### config.mk
export PLATFORM = sky130hd
export DESIGN_NAME = piso_stream_ser_flat
export DESIGN_NICKNAME = d
export VERILOG_FILES = /design/src/rtl/piso_stream_ser_if.sv /design/src/rtl/piso_stream_ser.sv /design/src/flat_wrapper.sv
export SDC_FILE = /design/constraint.sdc
export NUM_CORES = 1
export LEC_CHECK = 0
export ABC_CLOCK_PERIOD_IN_PS = 4190
export CORE_AREA = 10 10 53 55
export CTS_CLUSTER_SIZE = 40
export DETAILED_ROUTE_END_ITERATION = 8
export DIE_AREA = 0 0 63 65
export PLACE_DENSITY_LB_ADDON = 0.2
export SLEW_MARGIN = 15
export SYNTH_ARGS = -nofsm -noshare
export SYNTH_HDL_FRONTEND = slang
export SYNTH_SLANG_ARGS = --single-unit
### constraint.sdc
create_clock -name clk -period 4.19 [get_ports clk]
set_input_delay 0.419 -clock clk [delete_from_list [all_inputs] [get_ports clk]]
set_output_delay 0.419 -clock clk [all_outputs]
set_load 0.05 [all_outputs]
### src/rtl/piso_stream_ser_if.sv
// Handshake bundle for piso_stream_ser: parallel load side and serial output side.
// The master modport is the producer/consumer environment; the slave modport is the serialiser.
interface piso_stream_ser_if #(
   parameter int WIDTH = 8
);
   logic [WIDTH-1:0] par_data;
   logic             par_valid;
   logic             par_ready;
   logic             ser_out;
   logic             ser_valid;
   logic             ser_ready;
   logic             ser_last;
   logic             busy;

   modport master (
      output par_data, par_valid, ser_ready,
      input  par_ready, ser_out, ser_valid, ser_last, busy
   );

   modport slave (
      input  par_data, par_valid, ser_ready,
      output par_ready, ser_out, ser_valid, ser_last, busy
   );
endinterface

### src/rtl/piso_stream_ser.sv
// piso_stream_ser: parametrised parallel-in/serial-out shifter with valid/ready on both
// sides, stall support, frame-last marker and zero-bubble back-to-back frames.
// Optional macro PISO_PARITY_EN appends an even-parity bit after the data bits.
module piso_stream_ser #(
   parameter int WIDTH     = 8,
   parameter bit MSB_FIRST = 1'b1
) (
   input logic             clk,
   input logic             rst_n,
   piso_stream_ser_if.slave bus
);

`ifdef PISO_PARITY_EN
   localparam int FRAME_LEN = WIDTH + 1;
`else
   localparam int FRAME_LEN = WIDTH;
`endif
   localparam int CNT_W = $clog2(FRAME_LEN);
   localparam logic [CNT_W-1:0] LAST_CNT = CNT_W'(FRAME_LEN - 1);

   typedef enum logic {
      IDLE  = 1'b0,
      SHIFT = 1'b1
   } state_t;

   state_t               r_state;
   logic [FRAME_LEN-1:0] r_shreg;
   logic [CNT_W-1:0]     r_cnt;

   logic                 w_active;
   logic                 w_last;
   logic                 w_bitBeat;
   logic                 w_parReady;
   logic                 w_loadBeat;
   logic [FRAME_LEN-1:0] w_loadWord;
   logic [FRAME_LEN-1:0] w_shifted;

   assign w_active   = (r_state == SHIFT);
   assign w_last     = w_active && (r_cnt == LAST_CNT);
   assign w_bitBeat  = w_active && bus.ser_ready;
   // A new word may enter while the last bit of the current frame is being taken,
   // which is what removes the idle bubble between frames.
   assign w_parReady = !w_active || (w_last && bus.ser_ready);
   assign w_loadBeat = bus.par_valid && w_parReady;

`ifdef PISO_PARITY_EN
   // The parity bit rides in the shift register at the far end so it leaves last.
   logic w_parity;
   assign w_parity   = ^bus.par_data;
   assign w_loadWord = MSB_FIRST ? {bus.par_data, w_parity} : {w_parity, bus.par_data};
`else
   assign w_loadWord = bus.par_data;
`endif

   assign w_shifted = MSB_FIRST ? {r_shreg[FRAME_LEN-2:0], 1'b0}
                                : {1'b0, r_shreg[FRAME_LEN-1:1]};

   assign bus.par_ready = w_parReady;
   assign bus.ser_valid = w_active;
   assign bus.busy      = w_active;
   assign bus.ser_last  = w_last;
   assign bus.ser_out   = w_active && (MSB_FIRST ? r_shreg[FRAME_LEN-1] : r_shreg[0]);

   // Frame sequencer: load a word, shift it out one bit per accepted beat, hold on stall,
   // and either return to IDLE or chain straight into the next word after the last bit.
   always_ff @(posedge clk or negedge rst_n) begin
      if (!rst_n) begin
         r_state <= IDLE;
         r_shreg <= '0;
         r_cnt   <= '0;
      end else if (w_loadBeat) begin
         r_state <= SHIFT;
         r_shreg <= w_loadWord;
         r_cnt   <= '0;
      end else if (w_bitBeat) begin
         r_shreg <= w_shifted;
         if (w_last) begin
            r_state <= IDLE;
            r_cnt   <= '0;
         end else begin
            r_cnt <= r_cnt + CNT_W'(1);
         end
      end
   end

endmodule

### src/flat_wrapper.sv
// flat-port wrapper written by rule: the top's interface ports become plain ports
module piso_stream_ser_flat 
#(
   parameter int WIDTH     = 8,
   parameter bit MSB_FIRST = 1'b1
)
  (clk, rst_n, bus_par_data, bus_par_valid, bus_ser_ready, bus_par_ready, bus_ser_out, bus_ser_valid, bus_ser_last, bus_busy);
  piso_stream_ser_if #(.WIDTH(WIDTH)) bus_i ();
  input logic clk;
  input logic rst_n;
  input wire logic [$bits(bus_i.par_data)-1:0] bus_par_data;
  input wire logic [$bits(bus_i.par_valid)-1:0] bus_par_valid;
  input wire logic [$bits(bus_i.ser_ready)-1:0] bus_ser_ready;
  output wire logic [$bits(bus_i.par_ready)-1:0] bus_par_ready;
  output wire logic [$bits(bus_i.ser_out)-1:0] bus_ser_out;
  output wire logic [$bits(bus_i.ser_valid)-1:0] bus_ser_valid;
  output wire logic [$bits(bus_i.ser_last)-1:0] bus_ser_last;
  output wire logic [$bits(bus_i.busy)-1:0] bus_busy;
  assign bus_i.par_data = bus_par_data;
  assign bus_i.par_valid = bus_par_valid;
  assign bus_i.ser_ready = bus_ser_ready;
  assign bus_par_ready = bus_i.par_ready;
  assign bus_ser_out = bus_i.ser_out;
  assign bus_ser_valid = bus_i.ser_valid;
  assign bus_ser_last = bus_i.ser_last;
  assign bus_busy = bus_i.busy;
  piso_stream_ser #(.WIDTH(WIDTH), .MSB_FIRST(MSB_FIRST)) u_core (.clk(clk), .rst_n(rst_n), .bus(bus_i));
endmodule
==> impl_metrics.env <==
export IMPL_status="finished, final reports clean"
export IMPL_antenna_found_initial=0
export IMPL_clk_path_buf_depth=2
export IMPL_cp_arrival_ps=2220
export IMPL_period_share_pct=63.0
export IMPL_grt_max_degree=26
export IMPL_drc=0
export IMPL_pwr_density_cell_nw_per_um2=514
export IMPL_synth_area_per_cell_um2=10.2
export IMPL_path_clk_slew_ps=70
export IMPL_ctsHoldBuffers=0
export IMPL_grt_pass1_vias=603
export IMPL_dp_hpwl_mm=1.13
export IMPL_finClkSkew_ps=1.08
export IMPL_fin_area_um2=977
export IMPL_post_drt_via_cell_ratio=5.06
export IMPL_synth_largest_area_cell="dfrtp_1"
export IMPL_hold_viol=0
export IMPL_power_leakage_nw=0.462
export IMPL_synth_top_cell_area_share_pct=37.1
export IMPL_drive_gt1_share_pct=13.2
export IMPL_dr_total_vias=597
export IMPL_track_usage_pct=7.89
export IMPL_initial_utilization_pct=43.5
export IMPL_first_iter_violations=8
export IMPL_port_buffers=16
export IMPL_wire_per_inst_um=13.5
export IMPL_start_kind="primary input"
export IMPL_rows=16
export IMPL_holdWs_ps=500
export IMPL_maxCapViolCount=0
export IMPL_grt_pass1_wl_mm=2.57
export IMPL_fin_crit_ps=2640
export IMPL_drt_total_wl_mm=1.59
export IMPL_layout_nets=107
export IMPL_syn_inst=79
export IMPL_cp_required_ps=3770
export IMPL_setup_viol=0
export IMPL_hold_class="in -> async"
export IMPL_worstMarginPinSlew_ps=700
export IMPL_fmax_ghz=0.379
export IMPL_cp_end_kind="output port"
export IMPL_core_area_um2=1860
export IMPL_cts_resized=0
export IMPL_drt_pass1_iter_count=2
export IMPL_rsz0062_at_grt="no"
export IMPL_path_class="in -> out"
export IMPL_yosys_top_cells_area="dfrtp_1 37%, mux2i_1 9.9%, mux2_4 9.3%"
export IMPL_netlist_area_um2=810
export IMPL_numCtsBuffers=3
export IMPL_tritoncts="built"
export IMPL_io_pins=17
export IMPL_maxSlewHeadroom_pct=53.4
export IMPL_die_y_um=65
export IMPL_diodes=0
export IMPL_dpl_cell_count=115
export IMPL_area_growth_pct=20.7
export IMPL_die_x_um=63
export IMPL_place_area_um2=955
export IMPL_htreeDepth=1
export IMPL_max_vdd_ir_drop_uv=261
export IMPL_synth_nets=93
export IMPL_ys_seq_area_share_pct=37.1
export IMPL_stdcell_count=118
export IMPL_cts_sinks=12
export IMPL_slew_viol_final=0
export IMPL_post_cts_buffers=0
export IMPL_gr_total_overflow=0
export IMPL_setup_tns_ps=0
export IMPL_yosysWarnings=0
export IMPL_clk_latency_ps=270
export IMPL_ant_nets=0
export IMPL_crit_fanout=15
export IMPL_ys_seq_elements=12
export IMPL_yosysUniqueCellTypes=19
export IMPL_gp_congestion=0.756
export IMPL_die_area_um2=4100
export IMPL_cts_root_buf="clkbuf_4"
[critical path: stages]
cell and delay [ps]:
clkdlybuf4s50_1 790, nand2_1 90, nand2_1 100, clkdlybuf4s50_1 820
[cell families after synthesis]
group | after synthesis | share of synthesized area, %
DFF | 12 | 37.1
muxes | 16 | 23.3
AOI/OAI and AO/OA | 20 | 15.6
and+or+nand+nor | 19 | 13.4
buffers and inverters | 10 | 7.42
adders and majority gates | 2 | 3.09
[flip-flops by register name, summed over array words and instances (netlist names)]
signal / cells
u_core.r_cnt: 3
u_core.bus.busy: 1
u_core.r_shreg: 8
[metrics by stage]
step / total power, mW / worst slack, ps / utilization, %
2_1_floorplan: 0.379 / 2260 / -
3_3_place_gp: 0.429 / 1540 / 51.3
3_5_place_dp: 0.436 / 1530 / 51.3
4_1_cts: 0.508 / 1530 / 52.5
5_1_grt: 0.539 / 1490 / 52.5
6_report: 0.502 / 1550 / 52.5
[placed cells by master, fill, tap and decap left out, types with 4 or more instances in the layout]
cell type and instances:
dfrtp_1 12, mux2_4 5, o22ai_1 9, nand2b_1 9
mux2i_1 8, clkdlybuf4s50_1 16, a21oi_1 7, nand2_1 4
[Yosys cell counts]
library cell,number
dfrtp_1,12
nand2b_1,9
o22ai_1,9
mux2i_1,8
a21oi_1,7
mux2_4,5
nand2_1,4
a22o_1,3
buf_2,3
buf_4,3
inv_1,3
mux2_2,3
and2_1,2
ha_1,2
nor2_1,2
buf_6,1
nand2_4,1
nand4_1,1
o221ai_1,1
[path summary, 6_finish.rpt]
check / startpoint / slack, ps / end / cells after the start
min reg2reg: u_core.r_cnt[2]$_DFFE_PN0P_ / 550 / u_core.r_cnt[2]$_DFFE_PN0P_ / 1
min in group clk: u_core.r_cnt[2]$_DFFE_PN0P_ / 550 / u_core.r_cnt[2]$_DFFE_PN0P_ / 1
min: rst_n / 500 / u_core.r_shreg[4]$_DFFE_PN0P_ / 1
max in group asynchronous: rst_n / 3330 / u_core.r_cnt[0]$_DFFE_PN0P_ / 1
max reg2reg: u_core.bus.busy$_DFFE_PN0P_ / 2600 / u_core.r_shreg[2]$_DFFE_PN0P_ / 3
max: bus_ser_ready / 1550 / bus_par_ready / 4
[report_power, final]
part | internal [mW] | leakage (nW) | total [mW] | switching, mW
Combinational | 0.125 | 0.312 | 0.238 | 0.114
Clock | 0.0333 | 0.0138 | 0.0710 | 0.0377
Sequential | 0.158 | 0.136 | 0.193 | 0.0351
Total | 0.316 | 0.462 | 0.502 | 0.186
[routing by layer]
metal / GRT usage (%) / vias to the layer above / share of wire [%]
met5: 0 / - / 0
met4: 6.15 / 0 / 2.2
met3: 3.61 / 4 / 5.6
met2: 12.4 / 12 / 47
met1: 8.04 / 269 / 45
li1: - / 312 / -
[area by class of cell]
cell class,count,area [µm²]
Timing Repair Buffer,16,160
Inverter,3,11.3
Tap cell,27,33.8
Sequential cell,12,300
Fill cell,190,885
Multi-Input combinational cell,57,449
Clock buffer,3,22.5
Power figures use the tool's default switching activity.
